--- src/rtl/song_nav_pkg.sv ---
// Shared definitions for the song-navigation button conditioning logic.
package song_nav_pkg;

  typedef enum logic [1:0] {
    IDLE   = 2'd0,
    HELD   = 2'd1,
    REPEAT = 2'd2,
    LOCKED = 2'd3
  } nav_state_t;

  // Default timing for a 100 MHz clock.
  localparam int unsigned DEF_DEBOUNCE_CYCLES = 2_000_000;  // 20 ms
  localparam int unsigned DEF_HOLD_CYCLES     = 50_000_000; // 500 ms
  localparam int unsigned DEF_REPEAT_CYCLES   = 20_000_000; // 200 ms

  function automatic int unsigned max_u(input int unsigned a, input int unsigned b);
    return (a > b) ? a : b;
  endfunction

endpackage

--- src/rtl/debounce_filter.sv ---
// Two-flop synchroniser followed by a hold-time debounce counter for one button.
module debounce_filter
  import song_nav_pkg::*;
#(
  parameter int unsigned DEBOUNCE_CYCLES = DEF_DEBOUNCE_CYCLES
) (
  input  logic clk,
  input  logic reset,
  input  logic raw,
  output logic stable
);

  localparam int unsigned CW = $clog2(DEBOUNCE_CYCLES + 1);

  logic          sync1;
  logic          s;
  logic [CW-1:0] cnt;

  // Bring the asynchronous button into the clock domain.
  always_ff @(posedge clk) begin
    if (!reset) begin
      sync1 <= 1'b0;
      s     <= 1'b0;
    end else begin
      sync1 <= raw;
      s     <= sync1;
    end
  end

  // Accept a new level only after it has differed from stable for DEBOUNCE_CYCLES cycles in a row.
  always_ff @(posedge clk) begin
    if (!reset) begin
      cnt    <= '0;
      stable <= 1'b0;
    end else if (s != stable) begin
      if (cnt == CW'(DEBOUNCE_CYCLES - 1)) begin
        stable <= s;
        cnt    <= '0;
      end else begin
        cnt <= cnt + 1'b1;
      end
    end else begin
      cnt <= '0;
    end
  end

endmodule

--- src/rtl/song_select_buttons.sv ---
// Turns the raw next/previous buttons into single-cycle song pulses with
// auto-repeat on long presses and rejection of two-button chords.
module song_select_buttons
  import song_nav_pkg::*;
#(
  parameter int unsigned DEBOUNCE_CYCLES = DEF_DEBOUNCE_CYCLES,
  parameter int unsigned HOLD_CYCLES     = DEF_HOLD_CYCLES,
  parameter int unsigned REPEAT_CYCLES   = DEF_REPEAT_CYCLES
) (
  input  logic       clk,
  input  logic       reset,
  input  logic       btn_next_raw,
  input  logic       btn_prev_raw,
  output logic       next_song,
  output logic       prev_song,
  output logic [1:0] btn_level,
  output logic       repeating
);

  localparam int unsigned TW = $clog2(max_u(HOLD_CYCLES, REPEAT_CYCLES) + 1);

  // Index 0 is the "next" button, index 1 the "previous" button.
  logic [1:0]    stb;
  logic [1:0]    lv;
  logic [1:0]    rise;
  logic [1:0]    oth_stb;
  logic [1:0]    oth_rise;
  logic [1:0]    pulse;
  logic          repeating_nxt;
  nav_state_t    state_q   [2];
  nav_state_t    state_nxt [2];
  logic [TW-1:0] tcnt_q    [2];
  logic [TW-1:0] tcnt_nxt  [2];

  debounce_filter #(.DEBOUNCE_CYCLES(DEBOUNCE_CYCLES)) u_db_next (
    .clk    (clk),
    .reset  (reset),
    .raw    (btn_next_raw),
    .stable (stb[0])
  );

  debounce_filter #(.DEBOUNCE_CYCLES(DEBOUNCE_CYCLES)) u_db_prev (
    .clk    (clk),
    .reset  (reset),
    .raw    (btn_prev_raw),
    .stable (stb[1])
  );

  assign btn_level = stb;

  // Per-button press/hold/repeat/lock decisions; both FSMs see each other's debounced level.
  always_comb begin
    rise     = stb & ~lv;
    oth_stb  = {stb[0], stb[1]};
    oth_rise = {rise[0], rise[1]};
    pulse    = 2'b00;
    for (int unsigned i = 0; i < 2; i++) begin
      state_nxt[i] = state_q[i];
      tcnt_nxt[i]  = tcnt_q[i];
      unique case (state_q[i])
        IDLE: begin
          if (rise[i]) begin
            if (oth_stb[i]) begin
              state_nxt[i] = LOCKED;
            end else begin
              pulse[i]     = 1'b1;
              tcnt_nxt[i]  = '0;
              state_nxt[i] = HELD;
            end
          end
        end
        HELD: begin
          if (!stb[i]) begin
            state_nxt[i] = IDLE;
          end else if (oth_rise[i]) begin
            state_nxt[i] = LOCKED;
          end else if (tcnt_q[i] == TW'(HOLD_CYCLES - 1)) begin
            pulse[i]     = 1'b1;
            tcnt_nxt[i]  = '0;
            state_nxt[i] = REPEAT;
          end else begin
            tcnt_nxt[i] = tcnt_q[i] + 1'b1;
          end
        end
        REPEAT: begin
          if (!stb[i]) begin
            state_nxt[i] = IDLE;
          end else if (oth_rise[i]) begin
            state_nxt[i] = LOCKED;
          end else if (tcnt_q[i] == TW'(REPEAT_CYCLES - 1)) begin
            pulse[i]    = 1'b1;
            tcnt_nxt[i] = '0;
          end else begin
            tcnt_nxt[i] = tcnt_q[i] + 1'b1;
          end
        end
        LOCKED: begin
          if (stb == 2'b00) begin
            state_nxt[i] = IDLE;
          end
        end
      endcase
    end
    repeating_nxt = (state_nxt[0] == REPEAT) | (state_nxt[1] == REPEAT);
  end

  // State, timers, edge-detect history and registered outputs.
  always_ff @(posedge clk) begin
    if (!reset) begin
      state_q   <= '{IDLE, IDLE};
      tcnt_q    <= '{'0, '0};
      lv        <= 2'b00;
      next_song <= 1'b0;
      prev_song <= 1'b0;
      repeating <= 1'b0;
    end else begin
      state_q   <= state_nxt;
      tcnt_q    <= tcnt_nxt;
      lv        <= stb;
      next_song <= pulse[0];
      prev_song <= pulse[1];
      repeating <= repeating_nxt;
    end
  end

endmodule

--- config.mk ---
export PLATFORM = sky130hd
export DESIGN_NAME = song_select_buttons
export DESIGN_NICKNAME = d
export VERILOG_FILES = /design/src/rtl/song_nav_pkg.sv /design/src/rtl/debounce_filter.sv /design/src/rtl/song_select_buttons.sv
export SDC_FILE = /design/constraint.sdc
export NUM_CORES = 1
export LEC_CHECK = 0
export ABC_AREA = 1
export BUFFER_PORTS_ARGS = -buffer_cell sky130_fd_sc_hd__buf_4
export CAP_MARGIN = 10
export CORE_MARGIN = 1.5
export CORE_UTILIZATION = 35
export CTS_BUF_LIST = sky130_fd_sc_hd__clkbuf_8
export DETAILED_ROUTE_END_ITERATION = 7
export GPL_TIMING_DRIVEN = 0
export HOLD_SLACK_MARGIN = 0.1
export SLEW_MARGIN = 30
export SYNTH_ARGS = -nofsm -noshare
export SYNTH_HDL_FRONTEND = slang
export SYNTH_SLANG_ARGS = --single-unit
--- constraint.sdc ---
create_clock -name clk -period 2 [get_ports clk]
set_input_delay 0.1 -clock clk [delete_from_list [all_inputs] [get_ports clk]]
set_output_delay 0.1 -clock clk [all_outputs]
set_load 0.03 [all_outputs]
Yosys cells after proc, flatten, opt, wreduce, memory -nomap -nowiden
Index checks and enable logic that the tools add are counted.

Register bits after elaboration: 109.

Add/subtract/negate cells: 4. Eq/ne operators: 28. Mux-type cells: 54. Bitwise operators: 6. Reduce and logical (&&, ||, !) cells: 11.

Operator list (count): 26-bit 2-to-1 mux (16); 26-bit case mux with 3 select lines (2); 26-bit by 1-bit adder with 26-bit output (second input constant) (2); 26-bit by 25-bit equality test with 1-bit output (second input constant) (2); 26-bit equality test (second input constant) (2); 21-bit by 1-bit adder with 21-bit output (second input constant) (2); 21-bit equality test (second input constant) (2); 2-bit 2-to-1 mux (16); 1-bit 2-to-1 mux (16); 2-bit != test (second input constant) (8); 2-bit case mux with 4 select lines (2); 7-bit AND reduction (2); 2-bit equality test (second input constant) (6); 2-bit by 1-bit != test with 1-bit output (second input constant) (4); 2-bit logical NOT (3); 1-bit case mux with 3 select lines (2); 3-bit nonzero test (2); 3-bit OR reduction (2); 2-bit by 1-bit equality test with 1-bit output (second input constant) (2); 2-bit AND reduction (2); 1-bit NOT (3); 2-bit bitwise AND (1); 1-bit != test (2); 2-bit NOT (1); 1-bit bitwise OR (1).

Depth between registers and ports, before layout
Depth after elaboration: 7. Depth in mapped cells: 13.

Modules after synthesis
From an unflattened synthesis, not the netlist that was laid out.

Cell total of the unflattened synthesis: 1007. Area total of the unflattened synthesis: 6467.5 um^2.

By module, submodules not included: song_select_buttons (instances 1, cells an instance 647, area each 4040.1 um^2, sequential area each 1221.2 um^2); debounce_filter (instances 2, cells an instance 180, area each 1213.7 um^2, sequential area each 480.5 um^2).

Least setup slack after synthesis
OpenSTA, ideal clock, no wires.

Kind: register -> register. Start point: register state_q[2] (netlist bit). End point: register tcnt_q[32] (netlist bit). Library setup time: 0.116 ns. Arrival: 1.670 ns. Data required time: 1.884 ns. Slack: 0.215 ns. Stages on the path, launching flop included: 10. Clock period less this slack: 1.785 ns. Cells stage by stage: dfxtp_1 inv_1 ha_1 o21ai_0 nand2_1 nor2_4 nand2_1 nor2_1 xor2_1 nor2_1.

Word-level cells in the longest chain between the ends: 3.

RTL lines: start, declared (RTL line song_select_buttons.sv:30) `nav_state_t state_q [2];`; start signal, assigned (RTL line song_select_buttons.sv:110) `state_q <= '{IDLE, IDLE};`; start signal, assigned (RTL line song_select_buttons.sv:117) `state_q <= state_nxt;`; 2-bit by 1-bit equality test with 1-bit output (tied with other cells) (RTL line song_select_buttons.sv:60) `unique case (state_q[i])`; 2-bit by 1-bit != test with 1-bit output (no source line) (tied with other cells); 7-bit AND reduction (no source line); end signal, assigned (RTL line song_select_buttons.sv:111) `tcnt_q <= '{'0, '0};`; end signal, assigned (RTL line song_select_buttons.sv:118) `tcnt_q <= tcnt_nxt;`; end, declared (RTL line song_select_buttons.sv:32) `logic [TW-1:0] tcnt_q [2];`.

Parallel ways exist; a longest one is shown, timed or not. A chain may end at the register's enable or synchronous reset.

Worst setup path after layout
Start point: register state_q[0] (netlist bit). End point: register tcnt_q[8] (netlist bit).

Same word-level chain as after synthesis.

==> summary.md <==
| Metric | Value |
|---|---|
| Status | `completed` |
| Post-detail-place hpwl | `10.46 mm` |
| Critical path peak fanout | `10` |
| Ys Warns | `0` |
| Setup crit start kind | `flip-flop` |
| CTS root buf | `clkbuf_8` |
| Leakage power | `2.534 nW` |
| Worst Max-Slew Pin Slew | `0.5819 ns` |
| Core Area | `17180 sq um` |
| DIE HEIGHT | `135.3 um` |
| Number of diodes | `0` |
| Row count | `48` |
| Die area | `18300 sq um` |
| Final total power | `3.810 mW` |
| Total track usage | `15.72%` |
| Clk buf depth | `2` |
| Req. time, crit path | `2.28 ns` |
| Register area share after synthesis | `35.62%` |
| TritonCTS clock tree | `built` |
| FF-to-FF setup slack | `0.12 ns` |
| Via Count | `5683` |
| DRC errors left | `0` |
| Post-synth EDFFs | `0` |
| Worst Hold End | `tcnt_q[9]` |
| Fraction of layout cells with a size suffix above 1 | `10.79%` |
| Reg2reg start | `state_q[0]` |
| Design Area, Final | `6879 sq um` |
| Yosys top cell area share | `35.62%` |
| RSZ-0062 raised after global routing | `no` |
| Main synth FF type | `dfxtp_1` |
| Slew HR | `60.91%` |
| Clock Latency Late Sink | `0.39 ns` |
| Initial antenna violation count | `0` |
| Post-DRT Antenna Nets | `0` |
| Nets | `977` |
| Cell count of the worst reg-to-reg path | `10` |
| VDD IR max | `0.3577 mV` |
| Count of max-cap constraint violations | `0` |
| First-pass iteration count of the detailed router | `4` |
| Cells after Synth | `927` |
| Port buffer count | `7` |
| First-pass GRT wire length | `23.25 mm` |
| Number of CTS-inserted buffers | `9` |
| Mean Syn Cell Area | `6.608 sq um` |
| Pins Over Slew Limit | `0` |
| DIE WIDTH | `135.3 um` |
| CTS sink count | `109` |
| Clock-pin transition on the worst setup and hold timing paths | `0.10 ns` |
| Area grow syn2layout | `12.30%` |
| Synthesized area | `6126 sq um` |
| Inst Count DP | `1159` |
| Final GP Congestion | `0.8758` |
| Endpoints failing setup | `0` |
| Cell variety after synth | `42` |
| Fin cells | `1189` |
| Highest clock rate | `0.5326 GHz` |
| Critical path class | `flip-flop to flip-flop` |
| Worst hold path class | `input port to flip-flop` |
| Worst Hold Depth | `3` |
| Min Tclk post-route | `1.878 ns` |
| Initial core utilization | `35.66%` |
| Area leader, netlist | `dfxtp_1` |
| Grt ovf | `0` |
| Critical path capture point type | `flip-flop` |
| Setup Skew | `0.01141 ns` |
| Tcrit/Tclk final | `93.88%` |
| I/O pin cnt | `9` |
| CP arrival | `2.16 ns` |
| Initial DRC count | `302` |
| Mapped Nets | `945` |
| Largest net degree at the start of global routing | `18` |
| Reg2reg end | `tcnt_q[8]` |
| WL/cell | `11.83 um` |
| Final Hold Viols | `0` |
| PD cells | `553.9 nW/um^2` |
| Post-synthesis register bit count | `109` |
| Vias in the first global route | `4947` |
| Asr flop ratio synth | `0%` |
| H-tree depth | `3` |
| DP Area | `6460 sq um` |
| Synth area leaders | `dfxtp_1, nand2_1, nor2_1` |
| Via/cell ratio | `4.780` |
| Detailed Route WL | `14.07 mm` |
| HP Start | `reset` |
[per-stage QoR]
| stage | setup TNS, ns | hold slack (ns) | setup WS (ns) | utilization (%) |
|---|---|---|---|---|
| global placement | -2.109 | 0.2859 | -0.1853 | 37.61 |
| floorplan | 0 | 0.1976 | 0.2147 | - |
| detailed placement | -2.185 | 0.2843 | -0.1875 | 37.61 |
| finish | 0 | 0.1177 | 0.1223 | 40.05 |
| global route | 0 | 0.1108 | 0.001650 | 40.05 |
| CTS | 0 | 0.1048 | 0.004251 | 39.04 |
[cell usage after synthesis, types with 2 or more instances]
cell type and n:
nor2_2 5, o211ai_1 2, inv_2 3, dfxtp_1 109, or2_2 5, nand2_1 206
buf_6 5, nor4_1 5, clkbuf_1 6, xor2_1 28, nand2_4 3, nor2_1 172
inv_1 113, nand3_1 77, nor3b_1 9, nand4_1 23, o21ai_0 27, buf_2 2
nor2_4 4, nand2_2 3, o21ai_1 5, nor3_2 3, buf_4 4, nor3_1 42
ha_1 14, a31oi_1 2, nand3b_1 4, a21oi_1 26, xnor2_1 6, mux2i_1 2
[per-layer routing]
metal  track usage [%]  vias up  part of all wire (%)
met3             3.591        9                   2.9
met5                 0        -                     0
li1                  -     3035                     -
met2             25.03       55                    45
met4             3.704        0                  0.60
met1             21.56     2584                    51
[power by group]
group | internal, mW | switching (mW)
logic | 0.101 | 0.157
clock network | 0.574 | 0.787
registers | 2.18 | 0.00970
total | 2.86 | 0.954
[cell type report]
class | instances | area, sq um
clock inverters | 7 | 66.31
plain buffers | 17 | 133.9
multi-input cells | 683 | 3458
clock buffers | 9 | 123.9
inverters | 118 | 445.4
flip-flops and latches | 109 | 2195
fillers | 1864 | 10300
repair buffers | 21 | 175.2
well taps | 225 | 281.5
[how the worst max path moves through the flow]
stage | startpoint | end | slack (ns) | depth (start not counted)
4_1_cts | tcnt_q[0] | tcnt_q[10] | 0.004 | 13
5_1_grt | tcnt_q[27] | tcnt_q[46] | 0.002 | 11
2_1_floorplan | state_q[2] | tcnt_q[32] | 0.21 | 9
6_report | state_q[0] | tcnt_q[8] | 0.12 | 10
3_3_place_gp | state_q[2] | tcnt_q[42] | -0.19 | 9
3_5_place_dp | state_q[2] | tcnt_q[42] | -0.19 | 9
[registers in the layout (all words and copies together) (netlist names)]
name and flops:
u_db_next.s 1, state_q 4, prev_song 1, u_db_next.cnt 21, u_db_prev.s 1, u_db_prev.stable 1
u_db_prev.cnt 21, repeating 1, tcnt_q 52, u_db_next.stable 1, u_db_prev.sync1 1, lv 2
next_song 1, u_db_next.sync1 1
[worst max-delay path, cell delays in order, from the launching register on]
cell and delay, ns:
dfxtp_2 0.37, inv_1 0.09, ha_1 0.26, nor2_1 0.15
a21oi_1 0.07, nor2_2 0.15, inv_2 0.11, buf_6 0.16
nor2_1 0.15, xor2_1 0.19, nor2_1 0.06
[cell usage in the layout (no fill, tap or decap), types with 3 or more instances in the layout]
cell type    n
nand2_2      4
clkbuf_2     3
inv_1      113
nand3_1     76
ha_2         4
xor2_1      28
nor3_2       4
nor2_4       5
xnor2_1      6
clkbuf_8     9
nand2_1    205
buf_6        5
nor3b_1      9
dfxtp_2      7
buf_4       22
o21ai_1      4
inv_2        5
nor2_2       7
nor2_1     169
dfxtp_1    101
nor4_1       5
nand3b_1     4
nand4_1     23
nor3_1      40
o21ai_0     26
ha_1         9
a21oi_1     25
or2_2        5
[timing repair]
action                                  in CTS  in global routing
endpoints found under the hold margin        2                  0
endpoints found under the setup margin      24                 80
setup buffers                                4                  8
hold buffers                                 2                  0
pin swaps                                    2                  3
resized for setup                            4                 39
[kinds of logic (layout without fill, tap and decap cells)]
kind of cell / count (synthesis) / count (layout) / share of synthesized area [%]
AO/OA/AOI/OAI: 66 / 66 / 5.678
XOR/XNOR: 34 / 34 / 4.861
adder cells (fa/ha/maj): 14 / 14 / 2.860
buffers and inverters: 135 / 172 / 9.212
flip-flops: 109 / 109 / 35.62
multiplexers: 2 / 2 / 0.3268
AND/OR/NAND/NOR: 567 / 567 / 41.44
No activity file was read; power rests on OpenSTA's default activity.
